[src/rtl/ped_request_conditioner.sv]
// ped_request_conditioner
//   Conditions the raw pedestrian push-button for the traffic-light cycle
//   counter. The pin is synchronized and debounced, and each debounced press
//   latches one request (ped_req). The request is held stable for a whole
//   light cycle and is cleared when the counter reports a wrap to zero.
//   Optional feature macro: PED_REQ_COUNT_EN adds a saturating count of served
//   requests on req_count; without it req_count is tied to zero.
module ped_request_conditioner #(
  parameter int SYNC_STAGES     = 2,
  parameter int DEBOUNCE_CYCLES = 16
) (
  input  logic       clk,
  input  logic       reset_n,
  input  logic       btn_raw,
  input  logic       cycle_wrap,
  output logic       ped_req,
  output logic       press_pulse,
  output logic       btn_level,
  output logic [7:0] req_count
);

  localparam int CNT_W = $clog2(DEBOUNCE_CYCLES) + 1;
  localparam logic [CNT_W-1:0] CNT_ZERO = {CNT_W{1'b0}};
  localparam logic [CNT_W-1:0] CNT_ONE  = CNT_W'(1);
  localparam logic [CNT_W-1:0] CNT_MAX  = CNT_W'(DEBOUNCE_CYCLES - 1);

  typedef enum logic [1:0] {
    IDLE         = 2'd0,
    PRESS_WAIT   = 2'd1,
    PRESSED      = 2'd2,
    RELEASE_WAIT = 2'd3
  } state_t;

  logic [SYNC_STAGES-1:0] sync_r;
  logic                   btn_s;
  state_t                 state_r, state_nx_s;
  logic [CNT_W-1:0]       cnt_r, cnt_nx_s;
  logic                   level_r, level_nx_s;
  logic                   press_hit_r, press_hit_nx_s;
  logic                   press_pulse_r;
  logic                   ped_req_r;
  logic [7:0]             req_count_r;

  // Shift the asynchronous pin through the synchronizer chain.
  always_ff @(posedge clk or negedge reset_n) begin
    if (!reset_n) begin
      sync_r <= {SYNC_STAGES{1'b0}};
    end else begin
      sync_r <= {sync_r[SYNC_STAGES-2:0], btn_raw};
    end
  end

  assign btn_s = sync_r[SYNC_STAGES-1];

  // Debounce state, counter and registered outputs.
  always_ff @(posedge clk or negedge reset_n) begin
    if (!reset_n) begin
      state_r       <= IDLE;
      cnt_r         <= CNT_ZERO;
      level_r       <= 1'b0;
      press_hit_r   <= 1'b0;
      press_pulse_r <= 1'b0;
    end else begin
      state_r       <= state_nx_s;
      cnt_r         <= cnt_nx_s;
      level_r       <= level_nx_s;
      press_hit_r   <= press_hit_nx_s;
      // The pulse trails the entry into PRESSED by one clock.
      press_pulse_r <= press_hit_r;
    end
  end

  // Debounce next-state: a level change needs DEBOUNCE_CYCLES equal samples.
  always_comb begin
    state_nx_s     = state_r;
    cnt_nx_s       = cnt_r;
    level_nx_s     = level_r;
    press_hit_nx_s = 1'b0;
    case (state_r)
      IDLE: begin
        if (btn_s) begin
          state_nx_s = PRESS_WAIT;
          cnt_nx_s   = CNT_ONE;
        end else begin
          cnt_nx_s   = CNT_ZERO;
        end
      end
      PRESS_WAIT: begin
        if (!btn_s) begin
          state_nx_s = IDLE;
          cnt_nx_s   = CNT_ZERO;
        end else if (cnt_r == CNT_MAX) begin
          state_nx_s     = PRESSED;
          cnt_nx_s       = CNT_ZERO;
          level_nx_s     = 1'b1;
          press_hit_nx_s = 1'b1;
        end else begin
          cnt_nx_s = cnt_r + CNT_ONE;
        end
      end
      PRESSED: begin
        if (!btn_s) begin
          state_nx_s = RELEASE_WAIT;
          cnt_nx_s   = CNT_ONE;
        end else begin
          cnt_nx_s   = CNT_ZERO;
        end
      end
      RELEASE_WAIT: begin
        if (btn_s) begin
          // Bounce during release: back to PRESSED without a new pulse.
          state_nx_s = PRESSED;
          cnt_nx_s   = CNT_ZERO;
        end else if (cnt_r == CNT_MAX) begin
          state_nx_s = IDLE;
          cnt_nx_s   = CNT_ZERO;
          level_nx_s = 1'b0;
        end else begin
          cnt_nx_s = cnt_r + CNT_ONE;
        end
      end
      default: begin
        state_nx_s = IDLE;
        cnt_nx_s   = CNT_ZERO;
        level_nx_s = 1'b0;
      end
    endcase
  end

  // Request latch: a new press wins over a coincident wrap, so it is kept
  // for the next light cycle instead of being dropped.
  always_ff @(posedge clk or negedge reset_n) begin
    if (!reset_n) begin
      ped_req_r <= 1'b0;
    end else if (press_pulse_r) begin
      ped_req_r <= 1'b1;
    end else if (cycle_wrap && ped_req_r) begin
      ped_req_r <= 1'b0;
    end else begin
      ped_req_r <= ped_req_r;
    end
  end

`ifdef PED_REQ_COUNT_EN
  // Saturating count of served requests (wrap seen while a request is up).
  always_ff @(posedge clk or negedge reset_n) begin
    if (!reset_n) begin
      req_count_r <= 8'd0;
    end else if (cycle_wrap && ped_req_r && (req_count_r != 8'hFF)) begin
      req_count_r <= req_count_r + 8'd1;
    end else begin
      req_count_r <= req_count_r;
    end
  end
`else
  assign req_count_r = 8'd0;
`endif

  assign ped_req     = ped_req_r;
  assign press_pulse = press_pulse_r;
  assign btn_level   = level_r;
  assign req_count   = req_count_r;

endmodule

[config.mk]
export PLATFORM = sky130hd
export DESIGN_NAME = ped_request_conditioner
export DESIGN_NICKNAME = d
export VERILOG_FILES = /design/src/rtl/ped_request_conditioner.sv
export SDC_FILE = /design/constraint.sdc
export NUM_CORES = 1
export LEC_CHECK = 0
export CAP_MARGIN = 20
export CORE_AREA = 2 2 39 41
export DETAILED_ROUTE_END_ITERATION = 10
export DIE_AREA = 0 0 41 43
export PLACE_DENSITY_LB_ADDON = 0.25
export RECOVER_POWER = 50
export SLEW_MARGIN = 30
export SYNTH_ARGS = -nofsm -noshare
export SYNTH_HDL_FRONTEND = slang
export SYNTH_SLANG_ARGS = --single-unit
export TNS_END_PERCENT = 30
[constraint.sdc]
create_clock -name clk -period 2.9 [get_ports clk]
set_input_delay 0.58 -clock clk [delete_from_list [all_inputs] [get_ports clk]]
set_output_delay 0.58 -clock clk [all_outputs]
set_load 0.005 [all_outputs]
==> metrics.md <==
| Metric | Value |
|---|---|
| Critical path capture point type | `output pin` |
| Worst clock skew | `0.004637 ns` |
| # diodes | `0` |
| Main area contributors after synthesis | `dfrtp_1 (58%), buf_4 (11%), xor2_1 (3.1%), mux2_4 (2.7%), and4b_4 (2.4%)` |
| Starting Density | `40.87%` |
| Dominant delay contributor by cell family on the critical path | `buffers and inverters` |
| Overall die width | `41 um` |
| Post-detail-place hpwl | `554.2 um` |
| Worst Max-Slew Pin Slew | `0.5789 ns` |
| Cell area after placement | `611.8 um^2` |
| Final RePlAce weighted congestion | `0.6612` |
| First-iteration detailed-routing DRC count | `0` |
| Die area | `1763 um^2` |
| CTS Root Buffer Type | `clkbuf_4` |
| Cells after Synth | `46` |
| Hold bufs inserted after CTS | `0` |
| Bufs on Longest Clock Path | `2` |
| Synthesis-stage register bit count | `13` |
| Highest achievable clock rate | `580.2 MHz` |
| Leakage | `0.0003318 uW` |
| Antenna Violating Nets Remaining | `0` |
| Library cells used by synthesis | `22` |
| NumNets Final | `61` |
| Relative slew slack | `61.28%` |
| Number of synthesized flops with an enable pin | `0` |
| Type of the worst min-delay path | `reg2reg` |
| Maximum number of pins on one net before global-route repair | `14` |
| Slowest stage cell, crit path | `clkdlybuf4s50_1` |
| Antenna violations before repair | `0` |
| Setup violations, final | `0` |
| Clock Pin Slew Worst Setup and Hold Paths | `0.08 ns` |
| Synth Flop Type | `dfrtp_1` |
| Buffers added on ports | `6` |
| Top cells by count, synth | `dfrtp_1 (13), buf_4 (8)` |
| Number of H-tree levels | `1` |
| Post-synth top area share | `57.52%` |
| Syn. warnings | `0` |
| Post-route DRC violation count | `0` |
| Gr ovfl total | `0` |
| Sequential-to-total area share from yosys stat | `57.52%` |
| IO Count | `15` |
| Mean instance size in the synthesized netlist | `12.29 um^2` |
| Number of max-capacitance violations reported | `0` |
| Total power divided by cell area | `518.2 nW/um^2` |
| Largest driver fanout on the critical path | `3` |
| Worst-case setup slack after placement | `1.447 ns` |
| Run status | `complete, no violations` |
| Average routed wire per standard cell | `10.46 um` |
| Post-cts repair resize count | `0` |
| Req. time, crit path | `2.32 ns` |
| Dominant cell type by area after synthesis | `dfrtp_1` |
| TritonCTS Buffers | `3` |
| Clock sink count | `13` |
| Cell-by-cell listing of the critical path | `clkdlybuf4s50_1` |
| Std cell rows | `14` |
| CTS tree | `built` |
| Count of buffers added by post-CTS timing repair for setup | `0` |
| Stage delay of the slowest cell on the critical path | `0.51 ns` |
| Total instance count after detailed placement | `67` |
| Async set-or-reset flop fraction in the synthesized netlist | `100.0%` |
| Floorplan Core Area | `1384 um^2` |
| Endpoint arrival time on the critical path | `1.14 ns` |
| RSZ-0062 raised after global routing | `no` |
| Finished layout cell area | `638.1 um^2` |
| Die height | `43 um` |
| IR Drop Worst-Case VDD | `340.1 uV` |
| Worst setup path class | `reg2out` |
| Wire length of the first global-routing pass | `1276 um` |
| Number of optimization iterations in the first detailed-route pass | `1` |
| Syn Std Cell Area | `565.5 um^2` |
| Worst-case hold slack | `0.3518 ns` |
| Fraction of final layout cells with drive strength greater than 1 | `12.73%` |
| Via-per-instance ratio | `4.521` |
| Number of standard cells in the final layout excluding fillers | `71` |
| Syn-to-layout area delta | `12.83%` |
| Final cycle utilization of the critical path | `59.43%` |
| Count of pins over their slew limit | `0` |
| Type of origin of the critical path | `register` |
| Min cycle time layout | `1.724 ns` |
| Buffers & Inverters on Critical Path | `1` |
| Setup_tns | `0 ns` |
| Routed vias | `321` |
| Most instantiated library cell after synthesis | `dfrtp_1` |
| Later-pin clock latency in the skew report | `0.27 ns` |
| Vias in the first global route | `305` |
| Total Routed Length | `743 um` |
| Final count of hold timing violations | `0` |
| Total Routing Usage GR | `11.50%` |
| Worst path setup slack after routing | `1.176 ns` |
==> flip-flops by register name, summed over array words and instances (netlist names), named ones only <==
signal	count
btn_level	1
ped_req	1
sync_r	2
press_hit_r	1
press_pulse	1
state_r	1
cnt_r	5
==> power breakdown <==
part,internal [uW],switching [uW]
Combinational,15.7,12.8
Sequential,188,5.29
Clock,53.2,55.5
Total,257,73.6
==> per-layer routing <==
layer | routed length [um] | vias up | track usage, %
met5 | 0 | - | 0
met4 | 8 | 0 | 8.000
met3 | 51 | 2 | 4.712
met2 | 355 | 10 | 16.56
met1 | 327 | 154 | 13.15
li1 | - | 155 | -
==> placed cells by master (no fill, tap or decap) <==
cell type	instances
a21boi_0	1
clkbuf_4	3
ha_1	1
and4b_1	1
o21ai_0	1
a21o_1	1
nand2_1	2
and2_2	1
inv_1	2
clkdlybuf4s50_1	3
dlygate4sd3_1	3
and2_1	1
nor3_1	1
nor2_1	2
mux2_4	1
clkbuf_1	1
dfrtp_1	13
and4b_4	1
xor2_1	2
nand2_4	1
xnor2_1	1
nor3b_1	1
conb_1	8
nand3_1	2
a211o_1	1
==> worst paths after layout <==
check	end	slack, ns	from	depth (start not counted)
worst max-delay path	btn_level	1.18	btn_level	1
worst min-delay path	press_pulse	0.35	press_hit_r	0
worst max register to register	btn_level	1.44	cnt_r[0]	4
worst min register to register	press_pulse	0.35	press_hit_r	0
max in group asynchronous	cnt_r[0]	1.78	reset_n	1
min in group asynchronous	press_hit_r	0.74	reset_n	1
==> cell type report <==
cell class / instances / area, um^2
Sequential cell: 13 / 325.3
Timing Repair Buffer: 6 / 60.06
Tap cell: 16 / 20.02
Multi-Input combinational cell: 30 / 198.9
Fill cell: 135 / 745.7
Clock buffer: 4 / 26.28
Inverter: 2 / 7.507
==> cell families (layout without fill, tap and decap cells) <==
| logic type | count (synthesis) | in the layout | share of synthesized area (%) |
|---|---|---|---|
| AO/OA/AOI/OAI | 4 | 4 | 5.089 |
| XOR/XNOR | 3 | 3 | 4.647 |
| adder cells (fa/ha/maj) | 1 | 1 | 2.212 |
| buffers and inverters | 10 | 12 | 11.95 |
| flip-flops | 13 | 13 | 57.52 |
| multiplexers | 1 | 1 | 2.654 |
| other | 1 | 8 | 0.6631 |
| AND/OR/NAND/NOR | 13 | 13 | 15.27 |
==> metrics by stage <==
stage | total power (uW) | utilization [%]
after floorplan | 218.5 | -
after global placement | 227.0 | 44.21
after detailed placement | 226.6 | 44.21
after CTS | 336.0 | 46.11
after global routing | 350.3 | 46.11
final | 330.6 | 46.11
Power figures use the tool's default switching activity.
